===== src/rtl/ramdp_pkg.sv =====
// ramdp_pkg: shared types, reset constants and pointer helpers for the
// RAMDP FIFO controller.
//
// Pointers are carried in a fixed-width container (ptr_t). Only the low
// asz+1 bits are meaningful, and bit asz is the wrap bit. The helpers take
// the address width as an argument, so one package can serve any
// AddrSize < PTR_W_MAX.
package ramdp_pkg;

    localparam int PTR_W_MAX = 16;

    typedef logic [PTR_W_MAX-1:0] ptr_t;

    localparam ptr_t PTR_RST  = '0;
    localparam logic RDY_RST  = 1'b1;
    localparam logic VLD_RST  = 1'b0;
    localparam logic AF_RST   = 1'b0;

    // Covers the wrap bit plus the address bits.
    function automatic ptr_t ptr_mask(input int asz);
        return ptr_t'((32'd1 << (asz + 1)) - 32'd1);
    endfunction

    // Incrementing modulo 2*depth keeps the wrap bit toggling once per lap.
    function automatic ptr_t ptr_inc(input ptr_t p, input int asz);
        return (p + ptr_t'(1)) & ptr_mask(asz);
    endfunction

    function automatic logic ptr_empty(input ptr_t w, input ptr_t r);
        return (w == r);
    endfunction

    // Full means the address bits match and the wrap bits differ. Under the
    // mask, the XOR of the two pointers is then exactly the wrap bit.
    function automatic logic ptr_full(input ptr_t w, input ptr_t r, input int asz);
        ptr_t wrap_bit;
        wrap_bit = ptr_t'(32'd1 << asz);
        return (((w ^ r) & ptr_mask(asz)) == wrap_bit);
    endfunction

endpackage


===== src/rtl/ramdp_fifo_ptr.sv =====
// ramdp_fifo_ptr: one FIFO pointer register with wrap.
//
// Ports:
//   clock  in   rising-edge clock
//   reset  in   asynchronous active-low reset
//   clear  in   synchronous return to zero (flush); it has priority over inc
//   inc    in   advance the pointer by one
//   ptr    out  AddrSize+1 bit pointer; the MSB is the wrap bit
module ramdp_fifo_ptr
    import ramdp_pkg::*;
#(
    parameter int AddrSize = 4
) (
    input  logic                clock,
    input  logic                reset,
    input  logic                clear,
    input  logic                inc,
    output logic [AddrSize:0]   ptr
);

    logic [AddrSize:0] ptr_nxt;

    always_comb begin
        ptr_nxt = ptr;
        if (clear) begin
            ptr_nxt = '0;
        end else if (inc) begin
            ptr_nxt = (AddrSize+1)'(ptr_inc(ptr_t'(ptr), AddrSize));
        end
    end

    always_ff @(posedge clock or negedge reset) begin
        if (!reset) begin
            ptr <= (AddrSize+1)'(PTR_RST);
        end else begin
            ptr <= ptr_nxt;
        end
    end

endmodule


===== src/rtl/ramdp_fifo_ctrl.sv =====
// ramdp_fifo_ctrl: first-word-fall-through FIFO controller placed in front
// of a RAMDP dual-port RAM. RAMDP is instantiated by the parent.
//
// Ports:
//   clock, reset             clock, asynchronous active-low reset
//   flush                    synchronous clear; it beats any push or pop
//   in_valid/in_ready/in_data     push stream
//   out_valid/out_ready/out_data  pop stream; out_data is ram_rdata
//   count                    occupancy, 0..2^AddrSize
//   ram_we/ram_waddr/ram_wdata    RAMDP write port (we/addr0/data_i)
//   ram_raddr/ram_rdata      RAMDP read port (addr1/data_o1)
//   almost_full              registered watermark flag; it exists only when
//                            RAMDP_FIFO_WATERMARK_EN is defined
//
// There is no bypass: a word written at edge N is presented at edge N+1,
// because RAMDP reads addr1 combinationally.
module ramdp_fifo_ctrl
    import ramdp_pkg::*;
#(
    parameter int AddrSize   = 4,
    parameter int DataSize   = 8,
    parameter int AlmostFull = (1 << AddrSize) - 2
) (
    input  logic                 clock,
    input  logic                 reset,
    input  logic                 flush,
    input  logic                 in_valid,
    output logic                 in_ready,
    input  logic [DataSize-1:0]  in_data,
    output logic                 out_valid,
    input  logic                 out_ready,
    output logic [DataSize-1:0]  out_data,
    output logic [AddrSize:0]    count,
    output logic                 ram_we,
    output logic [AddrSize-1:0]  ram_waddr,
    output logic [DataSize-1:0]  ram_wdata,
    output logic [AddrSize-1:0]  ram_raddr,
    input  logic [DataSize-1:0]  ram_rdata
`ifdef RAMDP_FIFO_WATERMARK_EN
    ,
    output logic                 almost_full
`endif
);

    logic [AddrSize:0] wptr;
    logic [AddrSize:0] rptr;
    logic [AddrSize:0] count_nxt;
    logic              full;
    logic              empty;
    logic              push;
    logic              pop;

    ramdp_fifo_ptr #(.AddrSize(AddrSize)) u_wptr (
        .clock (clock),
        .reset (reset),
        .clear (flush),
        .inc   (push),
        .ptr   (wptr)
    );

    ramdp_fifo_ptr #(.AddrSize(AddrSize)) u_rptr (
        .clock (clock),
        .reset (reset),
        .clear (flush),
        .inc   (pop),
        .ptr   (rptr)
    );

    // The flags depend only on the pointer registers. That keeps in_ready
    // free of any path from out_ready, so a full queue refuses a push even
    // in a cycle where it is popped.
    assign full      = ptr_full(ptr_t'(wptr), ptr_t'(rptr), AddrSize);
    assign empty     = ptr_empty(ptr_t'(wptr), ptr_t'(rptr));
    assign in_ready  = !full;
    assign out_valid = !empty;

    assign push = in_valid  & in_ready  & !flush;
    assign pop  = out_valid & out_ready & !flush;

    assign ram_we    = push;
    assign ram_waddr = wptr[AddrSize-1:0];
    assign ram_wdata = in_data;
    assign ram_raddr = rptr[AddrSize-1:0];
    assign out_data  = ram_rdata;

    always_comb begin
        count_nxt = count;
        if (flush) begin
            count_nxt = '0;
        end else if (push && !pop) begin
            count_nxt = count + 1'b1;
        end else if (pop && !push) begin
            count_nxt = count - 1'b1;
        end
    end

    always_ff @(posedge clock or negedge reset) begin
        if (!reset) begin
            count <= '0;
        end else begin
            count <= count_nxt;
        end
    end

`ifdef RAMDP_FIFO_WATERMARK_EN
    localparam logic [AddrSize:0] AF_LEVEL = (AddrSize+1)'(AlmostFull);

    // The flag is computed from the next count, so it changes on the same
    // edge as count.
    always_ff @(posedge clock or negedge reset) begin
        if (!reset) begin
            almost_full <= AF_RST;
        end else begin
            almost_full <= (count_nxt >= AF_LEVEL);
        end
    end
`endif

endmodule


===== config.mk =====
export PLATFORM = sky130hd
export DESIGN_NAME = ramdp_fifo_ctrl
export DESIGN_NICKNAME = d
export VERILOG_FILES = /design/src/rtl/ramdp_pkg.sv /design/src/rtl/ramdp_fifo_ptr.sv /design/src/rtl/ramdp_fifo_ctrl.sv
export SDC_FILE = /design/constraint.sdc
export NUM_CORES = 1
export LEC_CHECK = 0
export ABC_AREA = 1
export CORE_UTILIZATION = 46
export DETAILED_ROUTE_END_ITERATION = 7
export PLACE_DENSITY_LB_ADDON = 0.1
export SLEW_MARGIN = 20
export SYNTH_ARGS = -nofsm -noshare
export SYNTH_HDL_FRONTEND = slang
export SYNTH_HIERARCHICAL = 1
export SYNTH_SLANG_ARGS = --single-unit

===== constraint.sdc =====
create_clock -name clock -period 3.8 [get_ports clock]
set_input_delay 0.38 -clock clock [delete_from_list [all_inputs] [get_ports clock]]
set_output_delay 0.38 -clock clock [all_outputs]
set_load 0.02 [all_outputs]

# == Word-level counts from Yosys, hierarchy flattened ==
# Cells that the tools add are included.
# op_classes
n_addsub,4
n_eq_ne,2
mux,7
bitwise,5
n_reduce_logical,10
# op_table
operator,count
$mux W5,7
$add A5 B1 Y5 const B,3
$eq A5 B5 Y1,1
$eq A5 B5 Y1 const B,1
$logic_not A1 Y1,5
$sub A5 B1 Y5 const B,1
$xor A5 B5 Y5,1
$and A1 B1 Y1,4
$reduce_bool A2 Y1,2
$reduce_bool A3 Y1,1
$logic_and A1 B1 Y1,2
# word_totals
register_bits,15
in_bits,21
output_inout_bits,32
elab_cells,31

# == Logic depth before layout (Yosys ltp) ==
# depth
word_depth,10
depth_mapped,16
depth_no_buf,16

# == Hierarchy ==
# The synthesis kept the hierarchy.
# by_module_without_submodules
module,n_inst,cells_each,area_per_inst_um2,seq_area_each_um2
ramdp_fifo_ctrl,1,95,720.7,125.1
ramdp_fifo_ptr,2,32,266.5,125.1

# == Worst setup path after synthesis ==
# OpenSTA, ideal clock, no wires.
# synth_path
path_kind,register to register
from,register u_rptr.ptr[0]
to,register count[4]
setup_time_ns,0.119
arrival_ns,2.164
required_ns,3.681
path_slack_ns,1.517
path_stages_with_launch,17
n_path_buf,0
synth_period_minus_slack_ns,2.283
path_cell_list,dfrtp_1 inv_1 nand2_1 nand2_1 nor2_4 nand3b_4 nand2_4 inv_4 nand2_4 ha_1 a21oi_1 nand2_1 xnor2_1 nand3b_1 nand2_1 clkinv_1 nand2_1
# synth_between
elab_chain_len,8
elab_cells_between_ends,16
classes_between,2 x eq/ne; 2 x mux; 5 x bitwise; 7 x reduce/logical
# synth_rtl
element,line,text
from (decl),ramdp_fifo_ptr.sv:18,output logic [AddrSize:0] ptr
from (signal assigned),ramdp_fifo_ptr.sv:34,ptr <= (AddrSize+1)'(PTR_RST);
from (signal assigned),ramdp_fifo_ptr.sv:36,ptr <= ptr_nxt;
$xor A5 B5 Y5 (*),ramdp_pkg.sv:38,return (((w ^ r) & ptr_mask(asz)) == wrap_bit);
$eq A5 B5 Y1 (*),ramdp_pkg.sv:38,
$logic_not A1 Y1 (*),ramdp_fifo_ctrl.sv:74,assign in_ready = !full;
via in_ready,ramdp_fifo_ctrl.sv:28,"output logic in_ready,"
$and A1 B1 Y1 (*) (2 in series),ramdp_fifo_ctrl.sv:77,assign push = in_valid & in_ready & !flush;
via ram_we,ramdp_fifo_ctrl.sv:34,"output logic ram_we,"
$logic_and A1 B1 Y1 / $logic_not A1 Y1 (equally long branches),"ramdp_fifo_ctrl.sv:90, ramdp_fifo_ctrl.sv:92",
$mux W5 / $logic_and A1 B1 Y1 (equally long branches),"ramdp_fifo_ctrl.sv:90, ramdp_fifo_ctrl.sv:92",
$mux W5 / $reduce_bool A3 Y1 (equally long branches),--,
to (signal assigned),ramdp_fifo_ctrl.sv:101,count <= count_nxt;
to (decl),ramdp_fifo_ctrl.sv:33,"output logic [AddrSize:0] count,"
# Mark *: on every way through the listed nets, which the timed path passes. The rest lies on a longest branch.
# A chain may end at the register's enable or synchronous reset.

# == Worst setup path in the final report ==
# layout_path
from,input flush
to,output ram_we
# layout_between
elab_chain_len,2
# layout_rtl
element,line,text
from (decl),ramdp_fifo_ctrl.sv:26,"input logic flush,"
$logic_not A1 Y1,ramdp_fifo_ctrl.sv:77,
$and A1 B1 Y1,ramdp_fifo_ctrl.sv:77,
to (decl),ramdp_fifo_ctrl.sv:34,
# No other way between the ends.

==> results.ini <==
[clock_network]
cts_htree_levels = 1
cts_buffers = 3
clock-sinks = 15
cts_hold_buf = 0
cts_root_buf = clkbuf_4
clock_latency_ns = 0.29
cts_tree = built
ctsResizeCount = 0
clk_pin_slew_ns = 0.10
clockBufferDepth = 2
postCtsSetupRepairBufs = 0

[timing]
hold_viol_final = 0
slew_headroom_pct = 52.6
setup-tns-final_ns = 0
finalWorstSetupSlack_ns = 1.22
max_freq_mhz = 388
worst_pin_slew_ns = 0.709
finalSetupViolations = 0
fin_crit_ns = 2.58
holdWs_ns = 0.505
slew_viol_final = 0
clock_skew_ns = 0.0119
rsz0062_at_grt = no
min_period_over_period_pct = 67.9

[detailed_routing]
drt.antenna.violating_nets = 0
first_iter_violations = 4
vias_per_cell = 5.04
drt_first_pass_iters = 3
vias = 993
avgRoutedWirePerCell_um = 12.7
drc = 0
wl_um = 2500

[run_status]
status = finished clean

[layout]
drive_gt1_share_pct = 15.6
final_common_cell = nand2_1
layout_common_cells = nand2_1 (34), clkdlybuf4s50_1 (20), inv_1 (18)
fill_cells = 244
fin_nets = 196
areaGrowthSynthToFinish_pct = 11.6
antenna_cells = 0
post-route-util_pct = 55.5

[yosys]
syn_avg_cell_area_um2 = 7.88
synth_top_cell_by_area = dfrtp_1
synth_warnings = 6
ys_types = 24
synthCells = 159
synth_seq_area_share_pct = 29.9
synth_top_area_share_pct = 29.9
syn-cell-area_um2 = 1250
ys_ff_latch = 15
syn-num-nets = 187
synth_area_leaders = dfrtp_1 (30%), nand2_1 (10%), buf_4 (9.6%)

[power]
p_leak_uw = 0.000677
power.density_nw_per_um2 = 386
peakVddDrop_v = 0.000255
power_uw = 539

[place]
portBuffers = 20
dpl.hpwl_um = 1990
place_congestion = 0.799
pre_cts_ws_ns = 0.940

[floorplan]
die_height_um = 54.2
die-area_um2 = 2940
die_x_um = 54.2
num_rows = 18
core_um2 = 2520
pin_count = 53
start_util_pct = 49.7

[grt]
antenna_found_initial = 0
grt_use_total_pct = 19.8
grt_pass1_vias = 992
grt_pass1_wl_um = 4150
gr-total-overflow = 0
grt_max_degree = 16

[setup_path]
critPathLaunchType = primary input
crit_path_max_fanout = 13
cp_common_cell = clkdlybuf4s50_1
worst-setup-path-type = in -> out
critical_path.max_stage_delay_ns = 0.68
arrival_ns = 2.20
cp-end-kind = primary output
cp_slowest_cell = clkdlybuf4s50_1
required_ns = 3.42
critical_path.cell_chain = clkdlybuf4s50_1 -> nor2_1 -> nand2_4 -> inv_4 -> clkdlybuf4s50_1

[run]
drv_cap = 0

[hold_path]
hold_class = in -> async

==> worst max-delay path: cells and delay by family <==
kind                   cells  cell delay, ns
buffers and inverters      3            1.40
and+or+nand+nor            2            0.41
==> registers in the layout, indices dropped and copies added (netlist names) <==
register and flops:
count 5, u_wptr/ptr 5, u_rptr/ptr 5
==> per-layer routing <==
metal	part of all wire [%]	global-route usage, %	vias up	wire length, um
met5	0	0	-	0
met2	50	35.2	22	1250
li1	-	-	491	-
met1	43	22.3	462	1060
met3	5.1	2.82	18	127
met4	2.5	11.1	0	62
==> logic make-up (layout without fill, tap and decap cells) <==
logic type	after synthesis	count (layout)	synth area share [%]
simple gates	82	82	37.2
compound gates	8	8	3.19
fa+ha+maj	7	7	7.58
buf+inv	41	49	17.3
xor+xnor	6	6	4.79
flops	15	15	29.9
==> final cells by class <==
cell class,instances,area [um2],area share [%]
Clock inverter,1,5.00,0.358
Inverter,25,96.3,6.89
Multi-Input combinational cell,103,662,47.3
Tap cell,30,37.5,2.68
Sequential cell,15,375,26.8
Timing Repair Buffer,20,200,14.3
Clock buffer,3,22.5,1.61
==> final timing paths <==
path / from / to / slack (ns) / cells past startpoint
setup / recovery: flush / ram_we / 1.22 / 5
hold / removal: reset / u_rptr/ptr[2] / 0.50 / 1
setup reg to reg: u_wptr/ptr[0] / count[4] / 1.48 / 16
hold reg to reg: count[4] / count[4] / 0.59 / 2
max in group asynchronous: reset / u_wptr/ptr[2] / 2.83 / 1
min in group clock: count[4] / count[4] / 0.59 / 2
==> stage by stage <==
stage / std cells / cell area (um2)
after floorplan: 159 / 1250
after global placement: 193 / 1370
after detailed placement: 193 / 1370
after CTS: 197 / 1400
after global routing: 197 / 1400
final: 197 / 1400
==> cells in the mapped netlist <==
cell / number
a21oi_1: 6
buf_4: 16
clkinv_1: 3
dfrtp_1: 15
fa_1: 1
ha_1: 6
inv_1: 18
inv_2: 3
inv_4: 1
nand2_1: 34
nand2_2: 2
nand2_4: 4
nand3_1: 9
nand3_4: 2
nand3b_1: 1
nand3b_4: 1
nand4_1: 5
nor2_1: 14
nor2_2: 2
nor2_4: 6
nor3_1: 2
o21ai_1: 2
xnor2_1: 5
xnor2_2: 1
==> report_power, final <==
part           switching, uW  total (uW)  internal [uW]
clock                   54.9        94.0           39.1
combinational            126         239            113
sequential              26.0         206            180
No activity file was read; power rests on OpenSTA's default activity.
